**src/rtl/pdm_pkg.sv**
```systemverilog
// -----------------------------------------------------------------------------
// pdm_pkg
// Shared types, default parameters and sizing helpers for the PDM word
// decimator and its output FIFO.
//
// Contents:
//   - default parameter values (word length, decimation, sample width, ...)
//   - acc_width()   : accumulator width, $clog2(WORD_LENGTH*DECIMATION_WORDS + 1)
//   - scale_shift() : left shift applied to the centred sum (negative = right)
//   - pcm_sample_t  : signed PCM sample of the default width
//   - PDM_SAT_MAX / PDM_SAT_MIN : saturation limits of pcm_sample_t
// -----------------------------------------------------------------------------
package pdm_pkg;

  localparam int PDM_WORD_LENGTH      = 16;
  localparam int PDM_DECIMATION_WORDS = 4;
  localparam int PDM_SAMPLE_WIDTH     = 16;
  localparam int PDM_FIFO_DEPTH       = 8;
  localparam int PDM_DC_SHIFT         = 8;

  // Bits needed to hold a full decimation sum (0 .. WORD_LENGTH*DECIMATION_WORDS).
  function automatic int acc_width(input int word_length, input int decimation_words);
    return $clog2(word_length * decimation_words + 1);
  endfunction

  // Shift that maps the centred sum (range +/- WORD_LENGTH*DECIMATION_WORDS)
  // onto the full signed sample range. Negative means shift right.
  function automatic int scale_shift(input int sample_width, input int word_length,
                                     input int decimation_words);
    return sample_width - 1 - $clog2(word_length * decimation_words);
  endfunction

  localparam int PDM_ACC_W       = acc_width(PDM_WORD_LENGTH, PDM_DECIMATION_WORDS);
  localparam int PDM_SCALE_SHIFT = scale_shift(PDM_SAMPLE_WIDTH, PDM_WORD_LENGTH,
                                               PDM_DECIMATION_WORDS);

  typedef logic signed [PDM_SAMPLE_WIDTH-1:0] pcm_sample_t;

  localparam pcm_sample_t PDM_SAT_MAX = {1'b0, {(PDM_SAMPLE_WIDTH-1){1'b1}}};
  localparam pcm_sample_t PDM_SAT_MIN = {1'b1, {(PDM_SAMPLE_WIDTH-1){1'b0}}};

endpackage

```
**src/rtl/pdm_sample_fifo.sv**
```systemverilog
// -----------------------------------------------------------------------------
// pdm_sample_fifo
// Synchronous show-ahead FIFO with occupancy output and a sticky overflow flag.
// The head entry is presented on rd_data_o whenever rd_valid_o is high; a pop
// happens on a cycle with rd_valid_o && rd_ready_i. Writes to a full FIFO are
// dropped unless a pop happens in the same cycle.
//
// Ports:
//   clock_i          in   system clock
//   reset_n_i        in   asynchronous active-low reset
//   clear_i          in   synchronous clear of pointers, level and overflow
//   wr_en_i          in   write strobe
//   wr_data_i        in   write data
//   rd_ready_i       in   sink accepts head entry (ignored when empty)
//   rd_data_o        out  head entry (0 when empty)
//   rd_valid_o       out  FIFO non-empty
//   level_o          out  occupancy, 0..DEPTH
//   overflow_clear_i in   clears overflow_o (a new overflow wins)
//   overflow_o       out  sticky: a write was dropped
// -----------------------------------------------------------------------------
module pdm_sample_fifo #(
  parameter int DATA_W = 16,
  parameter int DEPTH  = 8
) (
  input  logic                       clock_i,
  input  logic                       reset_n_i,
  input  logic                       clear_i,
  input  logic                       wr_en_i,
  input  logic [DATA_W-1:0]          wr_data_i,
  input  logic                       rd_ready_i,
  output logic [DATA_W-1:0]          rd_data_o,
  output logic                       rd_valid_o,
  output logic [$clog2(DEPTH):0]     level_o,
  input  logic                       overflow_clear_i,
  output logic                       overflow_o
);

  localparam int PTR_W = $clog2(DEPTH);
  localparam int LVL_W = PTR_W + 1;

  logic [DATA_W-1:0] r_mem [DEPTH];
  logic [PTR_W-1:0]  r_wr_ptr;
  logic [PTR_W-1:0]  r_rd_ptr;
  logic [LVL_W-1:0]  r_level;
  logic              r_overflow;

  logic w_empty;
  logic w_full;
  logic w_pop;
  logic w_push;
  logic w_drop;

  assign w_empty = (r_level == '0);
  assign w_full  = (r_level == LVL_W'(DEPTH));
  assign w_pop   = !w_empty && rd_ready_i;
  // A pop frees the slot the same cycle, so a write into a full FIFO is kept.
  assign w_push  = wr_en_i && (!w_full || w_pop);
  assign w_drop  = wr_en_i && w_full && !w_pop;

  always_ff @(posedge clock_i) begin
    if (w_push) begin
      r_mem[r_wr_ptr] <= wr_data_i;
    end
  end

  always_ff @(posedge clock_i or negedge reset_n_i) begin
    if (!reset_n_i) begin
      r_wr_ptr   <= '0;
      r_rd_ptr   <= '0;
      r_level    <= '0;
      r_overflow <= 1'b0;
    end else if (clear_i) begin
      r_wr_ptr   <= '0;
      r_rd_ptr   <= '0;
      r_level    <= '0;
      r_overflow <= 1'b0;
    end else begin
      if (w_push) begin
        r_wr_ptr <= r_wr_ptr + PTR_W'(1);
      end
      if (w_pop) begin
        r_rd_ptr <= r_rd_ptr + PTR_W'(1);
      end
      case ({w_push, w_pop})
        2'b10:   r_level <= r_level + LVL_W'(1);
        2'b01:   r_level <= r_level - LVL_W'(1);
        default: r_level <= r_level;
      endcase
      if (w_drop) begin
        r_overflow <= 1'b1;
      end else if (overflow_clear_i) begin
        r_overflow <= 1'b0;
      end
    end
  end

  // Storage is not reset, so the head is masked while empty.
  assign rd_data_o  = w_empty ? '0 : r_mem[r_rd_ptr];
  assign rd_valid_o = !w_empty;
  assign level_o    = r_level;
  assign overflow_o = r_overflow;

endmodule

```
**src/rtl/pdm_word_decimator.sv**
```systemverilog
// -----------------------------------------------------------------------------
// pdm_word_decimator
// Counts the ones in each packed PDM word, sums DECIMATION_WORDS counts,
// centres and scales the sum into a signed saturated PCM sample and buffers
// the samples in a show-ahead FIFO with a ready/valid output.
//
// Optional feature (macro PDM_DECIM_DC_BLOCK_EN): a DC-tracking stage after
// saturation subtracts a slowly moving estimate of the sample mean. It adds
// one cycle of latency (3 -> 4 cycles from last strobe to sample_valid_o).
//
// Ports:
//   clock_i          in   system clock
//   reset_n_i        in   asynchronous active-low reset
//   enable_i         in   low = synchronous clear of all datapath state
//   word_valid_i     in   one-cycle strobe per PDM word
//   word_i           in   PDM word, MSB oldest
//   sample_o         out  signed PCM sample at FIFO head
//   sample_valid_o   out  FIFO non-empty
//   sample_ready_i   in   sink accepts sample_o
//   fifo_level_o     out  FIFO occupancy
//   overflow_o       out  sticky: a sample was dropped
//   overflow_clear_i in   clears overflow_o
// -----------------------------------------------------------------------------
module pdm_word_decimator
  import pdm_pkg::*;
#(
  parameter int WORD_LENGTH      = PDM_WORD_LENGTH,
  parameter int DECIMATION_WORDS = PDM_DECIMATION_WORDS,
  parameter int SAMPLE_WIDTH     = PDM_SAMPLE_WIDTH,
  parameter int FIFO_DEPTH       = PDM_FIFO_DEPTH,
  parameter int DC_SHIFT         = PDM_DC_SHIFT
) (
  input  logic                          clock_i,
  input  logic                          reset_n_i,
  input  logic                          enable_i,
  input  logic                          word_valid_i,
  input  logic [WORD_LENGTH-1:0]        word_i,
  output logic [SAMPLE_WIDTH-1:0]       sample_o,
  output logic                          sample_valid_o,
  input  logic                          sample_ready_i,
  output logic [$clog2(FIFO_DEPTH):0]   fifo_level_o,
  output logic                          overflow_o,
  input  logic                          overflow_clear_i
);

  localparam int TOTAL_BITS = WORD_LENGTH * DECIMATION_WORDS;
  localparam int ACC_W      = acc_width(WORD_LENGTH, DECIMATION_WORDS);
  localparam int PC_W       = $clog2(WORD_LENGTH + 1);
  localparam int CNT_W      = (DECIMATION_WORDS > 1) ? $clog2(DECIMATION_WORDS) : 1;
  localparam int SHIFT      = scale_shift(SAMPLE_WIDTH, WORD_LENGTH, DECIMATION_WORDS);
  // Wide enough for the centred sum (sign + doubling) plus any left shift.
  localparam int RAW_W      = ACC_W + 2 + ((SHIFT > 0) ? SHIFT : 0);

  localparam logic signed [RAW_W-1:0] SAT_MAX_W =
    $signed({{(RAW_W-SAMPLE_WIDTH+1){1'b0}}, {(SAMPLE_WIDTH-1){1'b1}}});
  localparam logic signed [RAW_W-1:0] SAT_MIN_W =
    $signed({{(RAW_W-SAMPLE_WIDTH+1){1'b1}}, {(SAMPLE_WIDTH-1){1'b0}}});
  localparam logic [SAMPLE_WIDTH-1:0] SAT_MAX = {1'b0, {(SAMPLE_WIDTH-1){1'b1}}};
  localparam logic [SAMPLE_WIDTH-1:0] SAT_MIN = {1'b1, {(SAMPLE_WIDTH-1){1'b0}}};

  // ---------------------------------------------------------------------------
  // Stage 1: popcount
  // ---------------------------------------------------------------------------
  logic [PC_W-1:0] w_popcount;
  logic [PC_W-1:0] r_pc;
  logic            r_pc_valid;

  always_comb begin
    w_popcount = '0;
    for (int i = 0; i < WORD_LENGTH; i++) begin
      w_popcount = w_popcount + PC_W'(word_i[i]);
    end
  end

  always_ff @(posedge clock_i or negedge reset_n_i) begin
    if (!reset_n_i) begin
      r_pc       <= '0;
      r_pc_valid <= 1'b0;
    end else if (!enable_i) begin
      r_pc       <= '0;
      r_pc_valid <= 1'b0;
    end else begin
      r_pc_valid <= word_valid_i;
      if (word_valid_i) begin
        r_pc <= w_popcount;
      end
    end
  end

  // ---------------------------------------------------------------------------
  // Stage 2: accumulate, centre, scale, saturate
  // ---------------------------------------------------------------------------
  logic [ACC_W-1:0]        r_acc;
  logic [CNT_W-1:0]        r_word_cnt;
  logic [SAMPLE_WIDTH-1:0] r_smp;
  logic                    r_smp_valid;

  logic                    w_last;
  logic [ACC_W-1:0]        w_sum;
  logic signed [RAW_W-1:0] w_raw;
  logic signed [RAW_W-1:0] w_scaled;
  logic [SAMPLE_WIDTH-1:0] w_sat;

  assign w_last = (r_word_cnt == CNT_W'(DECIMATION_WORDS - 1));
  assign w_sum  = r_acc + ACC_W'(r_pc);
  // raw = 2*sum - WORD_LENGTH*DECIMATION_WORDS: zero for a 50% ones density.
  assign w_raw  = $signed(({{(RAW_W-ACC_W){1'b0}}, w_sum} << 1) - RAW_W'(TOTAL_BITS));

  generate
    if (SHIFT >= 0) begin : g_scale_left
      assign w_scaled = w_raw <<< SHIFT;
    end else begin : g_scale_right
      assign w_scaled = w_raw >>> (-SHIFT);
    end
  endgenerate

  assign w_sat = (w_scaled > SAT_MAX_W) ? SAT_MAX :
                 (w_scaled < SAT_MIN_W) ? SAT_MIN :
                 w_scaled[SAMPLE_WIDTH-1:0];

  always_ff @(posedge clock_i or negedge reset_n_i) begin
    if (!reset_n_i) begin
      r_acc       <= '0;
      r_word_cnt  <= '0;
      r_smp       <= '0;
      r_smp_valid <= 1'b0;
    end else if (!enable_i) begin
      r_acc       <= '0;
      r_word_cnt  <= '0;
      r_smp       <= '0;
      r_smp_valid <= 1'b0;
    end else begin
      r_smp_valid <= 1'b0;
      if (r_pc_valid) begin
        if (w_last) begin
          r_acc       <= '0;
          r_word_cnt  <= '0;
          r_smp       <= w_sat;
          r_smp_valid <= 1'b1;
        end else begin
          r_acc      <= w_sum;
          r_word_cnt <= r_word_cnt + CNT_W'(1);
        end
      end
    end
  end

  // ---------------------------------------------------------------------------
  // Optional DC blocker, then FIFO write
  // ---------------------------------------------------------------------------
  logic                    w_fifo_wr;
  logic [SAMPLE_WIDTH-1:0] w_fifo_data;

`ifdef PDM_DECIM_DC_BLOCK_EN
  localparam int DC_W = SAMPLE_WIDTH + DC_SHIFT;

  // r_dc holds the running mean with DC_SHIFT fractional bits; its top
  // SAMPLE_WIDTH bits are the mean in sample units.
  logic signed [DC_W-1:0]         r_dc;
  logic [SAMPLE_WIDTH-1:0]        r_dc_out;
  logic                           r_dc_valid;
  logic signed [SAMPLE_WIDTH-1:0] w_dc_top;
  logic signed [SAMPLE_WIDTH:0]   w_dc_diff;
  logic signed [DC_W:0]           w_dc_step;
  logic [SAMPLE_WIDTH-1:0]        w_dc_sat;

  assign w_dc_top  = $signed(r_dc[DC_W-1:DC_SHIFT]);
  assign w_dc_diff = $signed({r_smp[SAMPLE_WIDTH-1], r_smp}) -
                     $signed({w_dc_top[SAMPLE_WIDTH-1], w_dc_top});
  // (sample - mean) / 2^DC_SHIFT, with the sample brought into r_dc's scale.
  assign w_dc_step = ($signed({r_smp[SAMPLE_WIDTH-1], r_smp, {DC_SHIFT{1'b0}}}) -
                      $signed({r_dc[DC_W-1], r_dc})) >>> DC_SHIFT;
  assign w_dc_sat  =
    (w_dc_diff > $signed({2'b00, {(SAMPLE_WIDTH-1){1'b1}}})) ? SAT_MAX :
    (w_dc_diff < $signed({2'b11, {(SAMPLE_WIDTH-1){1'b0}}})) ? SAT_MIN :
    w_dc_diff[SAMPLE_WIDTH-1:0];

  always_ff @(posedge clock_i or negedge reset_n_i) begin
    if (!reset_n_i) begin
      r_dc       <= '0;
      r_dc_out   <= '0;
      r_dc_valid <= 1'b0;
    end else if (!enable_i) begin
      r_dc       <= '0;
      r_dc_out   <= '0;
      r_dc_valid <= 1'b0;
    end else begin
      r_dc_valid <= r_smp_valid;
      if (r_smp_valid) begin
        r_dc_out <= w_dc_sat;
        r_dc     <= r_dc + w_dc_step[DC_W-1:0];
      end
    end
  end

  assign w_fifo_wr   = r_dc_valid;
  assign w_fifo_data = r_dc_out;
`else
  // Without the DC stage DC_SHIFT has no hardware; the block below is empty
  // for any legal value and only keeps the parameter part of the interface.
  generate
    if (DC_SHIFT < 0) begin : g_dc_shift_unused
    end
  endgenerate

  assign w_fifo_wr   = r_smp_valid;
  assign w_fifo_data = r_smp;
`endif

  // ---------------------------------------------------------------------------
  // Stage 3: output FIFO
  // ---------------------------------------------------------------------------
  pdm_sample_fifo #(
    .DATA_W (SAMPLE_WIDTH),
    .DEPTH  (FIFO_DEPTH)
  ) u_fifo (
    .clock_i          (clock_i),
    .reset_n_i        (reset_n_i),
    .clear_i          (!enable_i),
    .wr_en_i          (w_fifo_wr),
    .wr_data_i        (w_fifo_data),
    .rd_ready_i       (sample_ready_i),
    .rd_data_o        (sample_o),
    .rd_valid_o       (sample_valid_o),
    .level_o          (fifo_level_o),
    .overflow_clear_i (overflow_clear_i),
    .overflow_o       (overflow_o)
  );

endmodule

```
**config.mk**
```make
export PLATFORM = sky130hd
export DESIGN_NAME = pdm_word_decimator
export DESIGN_NICKNAME = d
export VERILOG_FILES = /design/src/rtl/pdm_pkg.sv /design/src/rtl/pdm_sample_fifo.sv /design/src/rtl/pdm_word_decimator.sv
export SDC_FILE = /design/constraint.sdc
export NUM_CORES = 1
export LEC_CHECK = 0
export CORE_UTILIZATION = 60
export DETAILED_ROUTE_END_ITERATION = 8
export PLACE_DENSITY_LB_ADDON = 0.08
export SYNTH_ARGS = -nofsm -noshare
export SYNTH_HDL_FRONTEND = slang
export SYNTH_SLANG_ARGS = --single-unit
```
**constraint.sdc**
```tcl
create_clock -name clock_i -period 3.9 [get_ports clock_i]
set_input_delay 0.585 -clock clock_i [delete_from_list [all_inputs] [get_ports clock_i]]
set_output_delay 0.585 -clock clock_i [all_outputs]
set_load 0.05 [all_outputs]
```
* Word-level counts from Yosys, hierarchy flattened
Memories as Yosys holds them, arrays and structs flattened. Cells that the tools add are included.
Storage, ports and cells: input port bits 22, output and inout bits 22, RAM bits 128, memories 1, register bits after elaboration 43
Memory list:
- u_fifo.r_mem | words 8, width 16, rd ports 1, clocked after memory_dff 0, write ports 1, line pdm_sample_fifo.sv:41 | logic [DATA_W-1:0] r_mem [DEPTH];
Cells by class: muxes and demuxes 29, $lt $le $gt $ge 2, eq/ne operators 11, $add $sub $neg 22, reductions and logical operators 10
Operators by type and width (count):
- two-way mux 16 bit | 6
- adder 5 x 1 -> 5 bit | 11
- two-way mux 7 bit | 3
- greater-than comparator 18 x 16 -> 1 bit (second input constant) | 1
- < comparator 18 x 16 -> 1 bit (second input constant) | 1
- two-way mux 3 bit | 4
- two-way mux 5 bit | 2
- != test 2 x 1 -> 1 bit (second input constant) | 5
- two-way mux 1 bit | 9
- subtractor 8 x 7 -> 9 bit (second input constant) | 1
- one-hot mux 4 bit (2 select lines) | 1
- adder 7 x 5 -> 7 bit | 1
- adder 3 x 1 -> 3 bit (second input constant) | 2
- two-way mux 2 bit | 3
- != test 3 x 1 -> 1 bit (second input constant) | 2
- adder 4 x 1 -> 5 bit | 1
- adder 3 x 1 -> 4 bit | 1
- adder 4 x 1 -> 4 bit (second input constant) | 1
- equality test 2 bit (second input constant) | 2
- equality test 4 bit (second input constant) | 1
- logical AND 1 bit | 4
- logical NOT 4 bit | 1
- two-way mux 4 bit | 1
- subtractor 4 x 1 -> 4 bit (second input constant) | 1
- 7 further kinds | 9

* Longest topological paths before layout
word-level depth 17, mapped depth 14

* Modules after synthesis
A second synthesis with hierarchy kept.
Unflattened totals: cells, all modules 442, area, all modules 7186.9 µm²
By module, submodules not included:
- pdm_sample_fifo | area an instance 5599.1 µm², instances 1, sequential area each 4119.0 µm², cells an instance 284
- pdm_word_decimator | area an instance 1587.8 µm², instances 1, sequential area each 575.6 µm², cells an instance 158

* Worst setup path after synthesis
Ideal clock, no wire load.
path kind input to register, from in word_i[0], to reg r_pc[4], slack 0.213 ns, buffers on the path 0, cell stages on the path 14, library setup time 0.084 ns, data arrival time 3.603 ns, cell sequence inv_1 > fa_1 > inv_1 > fa_1 > fa_1 > inv_1 > fa_1 > inv_1 > ha_1 > inv_1 > fa_1 > nor2b_1 > o211ai_1 > a21boi_0
On the way: cells in the longest elaborated chain, start to end 17
Ends and longest elaborated chain:
- start: declaration | line pdm_word_decimator.sv:37 | input logic [WORD_LENGTH-1:0] word_i,
- adder 1 x 1 -> 2 bit | line pdm_word_decimator.sv:71 | w_popcount = w_popcount + PC_W'(word_i[i]);
- adder 2 x 1 -> 3 bit | line pdm_word_decimator.sv:71
- adder 3 x 1 -> 4 bit | line pdm_word_decimator.sv:71
- adder 4 x 1 -> 5 bit | line pdm_word_decimator.sv:71
- adder 5 x 1 -> 5 bit (11 in series) | line pdm_word_decimator.sv:71
- two-way mux 5 bit | line pdm_word_decimator.sv:84 | if (word_valid_i) begin
- two-way mux 5 bit | line pdm_word_decimator.sv:79 | end else if (!enable_i) begin
- end signal: assignment | line pdm_word_decimator.sv:85 | r_pc <= w_popcount;
- end: declaration | line pdm_word_decimator.sv:65 | logic [PC_W-1:0] r_pc;
Every way passes these cells. The select of a mux whose other input is x is not followed. A chain may end at the register's enable or synchronous reset.

* Worst setup path after layout
from in word_i[3], to reg r_pc[1]
On the way: cells in the longest elaborated chain, start to end 15
Ends and longest elaborated chain (line):
- adder 3 x 1 -> 4 bit | pdm_word_decimator.sv:71
- adder 4 x 1 -> 5 bit | pdm_word_decimator.sv:71
- adder 5 x 1 -> 5 bit (11 in series) | pdm_word_decimator.sv:71
- two-way mux 5 bit | pdm_word_decimator.sv:84
- two-way mux 5 bit | pdm_word_decimator.sv:79
Every way passes these cells. The select of a mux whose other input is x is not followed.

==> impl_metrics.ini <==
[grt]
grt_max_degree = 35
grt_pass1_vias = 2632
overflow = 0
antenna_found_initial = 0
grt_pass1_wl_mm = 12.5
track_usage_pct = 21.8

[sta]
fin_crit_sh_pct = 90.7
finalSetupViolCount = 0
worst_pin_slew_ns = 0.744
final.setup_skew_ns = 0.0105
fin_crit_ns = 3.54
hold_ws_ns = 0.562
fmax_ghz = 0.283
tns_ns = 0
maxSlewHeadroom_pct = 50.2
final_max_slew_viol_count = 0
rsz0062_at_grt = no
hold_viol_final = 0

[worst_hold_path]
hp-class = reg2reg

[critical_path]
crit_path_max_fanout = 2
arrival_ns = 3.78
worstSetupStartpointType = input port
critPathKind = in2reg
critPathRequiredTime_ns = 4.14
end_kind = register

[synthesis]
synth_cell_types = 50
async_reset_ff_share_pct = 37.8
synth_area_mm2 = 0.00454
avgSynthCellArea_um2 = 13.6
yosysSeqAreaShare_pct = 55.8
synth_edf_count = 56
postSynthCellCount = 334
yosys_warnings = 0
syn_nets = 383
synth_seq_cells = 90
synth_ff_type = edfxtp_1

[pwr]
clock_power_share_pct = 20.0
internal_power_uw = 1790
peakVddDrop_mv = 0.293
cellPowerDensity_mw_per_mm2 = 568
comb_power_share_pct = 42.4
p_sw_share_pct = 39.5
sequentialPowerShare_pct = 37.7
p_sw_uw = 1170
p_leak_uw = 0.00210

[clocking]
cts-root-buf = clkbuf_8
clock_sinks = 90
cts_hold_buf = 0
cts_buffer_depth = 2
path_clk_slew_ns = 0.10
cts_buffers = 9
postCtsSetupBuffers = 0
worstSkewPairLatency_ns = 0.35
cts-htree-levels = 3
cts_tree = yes

[detailed_routing]
drc = 0
met3_wirelength_um = 223
routed.top_layer = met4
drt-initial-drc-count = 121
via_per_inst = 5.52
final_antenna_net_count = 0
wl_met2_mm = 3.97
wl_met1_mm = 3.36
dr.pass1.iters = 4
vias = 2633
routed_wl_mm = 7.66
routedWlPerCell_um = 16.1

[finish]
fill_cells = 514
final_area_mm2 = 0.00522
num_antenna_cells = 0
final_common_cell = edfxtp_1
drive_above_1_share_pct = 14.3
mostFrequentLayoutCells = 56 x edfxtp_1, 34 x clkdlybuf4s50_1, 34 x dfrtp_1
area_delta_synth_final_pct = 15.1
nets = 422

[die]
core.rowCount = 31
die_area_mm2 = 0.00792
initial_core_util_pct = 62.2
core_mm2 = 0.00729
dieWidth_um = 89.0
die_h_um = 89.0
ios = 44

[flow_run]
maxCapViolCount = 0

[place]
dpl_cell_area_mm2 = 0.00501
place_congestion = 0.758
dp_hpwl_mm = 5.58
portBuffers = 43

[run_status]
status = completed
## worst paths after layout
kind                                   start           endpoint  slack (ns)  cells past startpoint
max in group asynchronous          reset_n_i           r_smp[9]        2.96                      2
max reg2reg                u_fifo.level_o[1]  u_fifo.level_o[3]        0.99                     10
min in group asynchronous          reset_n_i  u_fifo.overflow_o        0.63                      2
min reg2reg                         r_acc[2]           r_acc[2]        0.56                      2
max                                word_i[3]            r_pc[1]        0.36                     14
min                                 r_acc[2]           r_acc[2]        0.56                      2
## area by class of cell
class	instances	area, um2	share of cell area, %
timing repair buffer	50	505	9.68
inverter	25	93.8	1.80
multi-input combinational	197	1780	34.1
tap	99	124	2.37
clock buffer	9	124	2.37
sequential	90	2530	48.5
clock inverter	7	60.1	1.15
## critical path: stages
cell,delay [ns]
dlymetal6s2s_1,0.10
inv_2,0.04
fa_1,0.53
inv_1,0.05
fa_1,0.45
fa_1,0.51
inv_2,0.04
fa_1,0.45
inv_1,0.07
ha_2,0.18
inv_2,0.04
fa_2,0.54
nand2_1,0.05
o211a_1,0.14
## metal layers
metal  vias to the layer above  track usage (%)
met4                         0             8.51
met2                        54             38.4
li1                       1259                -
met1                      1309             27.6
met5                         -                0
met3                        11             3.32
## cells in the mapped netlist, drive strengths merged (2+ instances only)
cell,n,area [um2]
a21boi,8,60.1
a21o,3,23.8
a21oi,8,40.0
a22oi,2,15.0
and2,6,37.5
and2b,2,16.3
and3,2,12.5
buf,15,113
clkbuf,7,26.3
dfrtp,34,851
edfxtp,56,1680
fa,12,240
ha,15,188
inv,25,93.8
mux2i,15,150
mux4,14,315
nand2,19,73.8
nand2b,8,50.1
nand3,5,25.0
nand3b,4,30.0
nor2,20,91.3
nor2b,10,62.6
nor3,2,10.0
nor3b,2,15.0
o21a,2,22.5
o21ai,10,50.1
o22ai,3,18.8
o31a,2,17.5
or3,2,12.5
xnor2,8,70.1
xor2,3,26.3
## power by group through the flow
| stage | Sequential [uW] | Clock [uW] | Combinational, uW |
|---|---|---|---|
| floorplan | 1150 | 0 | 956 |
| global placement | 1140 | 0 | 1230 |
| detailed placement | 1140 | 0 | 1250 |
| CTS | 1120 | 601 | 1260 |
| global route | 1130 | 643 | 1370 |
| finish | 1120 | 593 | 1260 |
## cells by family after synthesis
family,after synthesis,synth area share [%]
DFF,90,55.8
and+or+nand+nor,84,10.0
buffers and inverters,47,5.13
AOI/OAI and AO/OA,45,6.92
muxes,30,10.6
adders and majority gates,27,9.43
xor gates and xnor gates,11,2.12
## registers in the layout, indices dropped and copies added, names as in the netlist, 2 cells and up
| register | flops |
|---|---|
| u_fifo.level_o | 4 |
| r_word_cnt | 2 |
| u_fifo.r_mem | 56 |
| r_acc | 7 |
| u_fifo.r_wr_ptr | 3 |
| u_fifo.r_rd_ptr | 3 |
| r_smp | 7 |
| r_pc | 5 |
## metrics by stage
step / utilization [%] / worst slack, ns / power, uW / cells
6_report: 71.6 / 0.363 / 2970 / 477
4_1_cts: 71.2 / 0.00799 / 2980 / 477
3_5_place_dp: 68.7 / -0.399 / 2390 / 461
5_1_grt: 71.6 / 0.194 / 3140 / 477
3_3_place_gp: 68.7 / -0.347 / 2360 / 461
2_1_floorplan: - / 0.213 / 2110 / 334
## timing repair
| action | 4_1_cts | 5_1_grt |
|---|---|---|
| gates cloned | 0 | 0 |
| pin swaps | 0 | 10 |
| endpoints found under the setup margin | 2 | 4 |
| gates resized for setup | 1 | 17 |
Power figures use the tool's default switching activity.
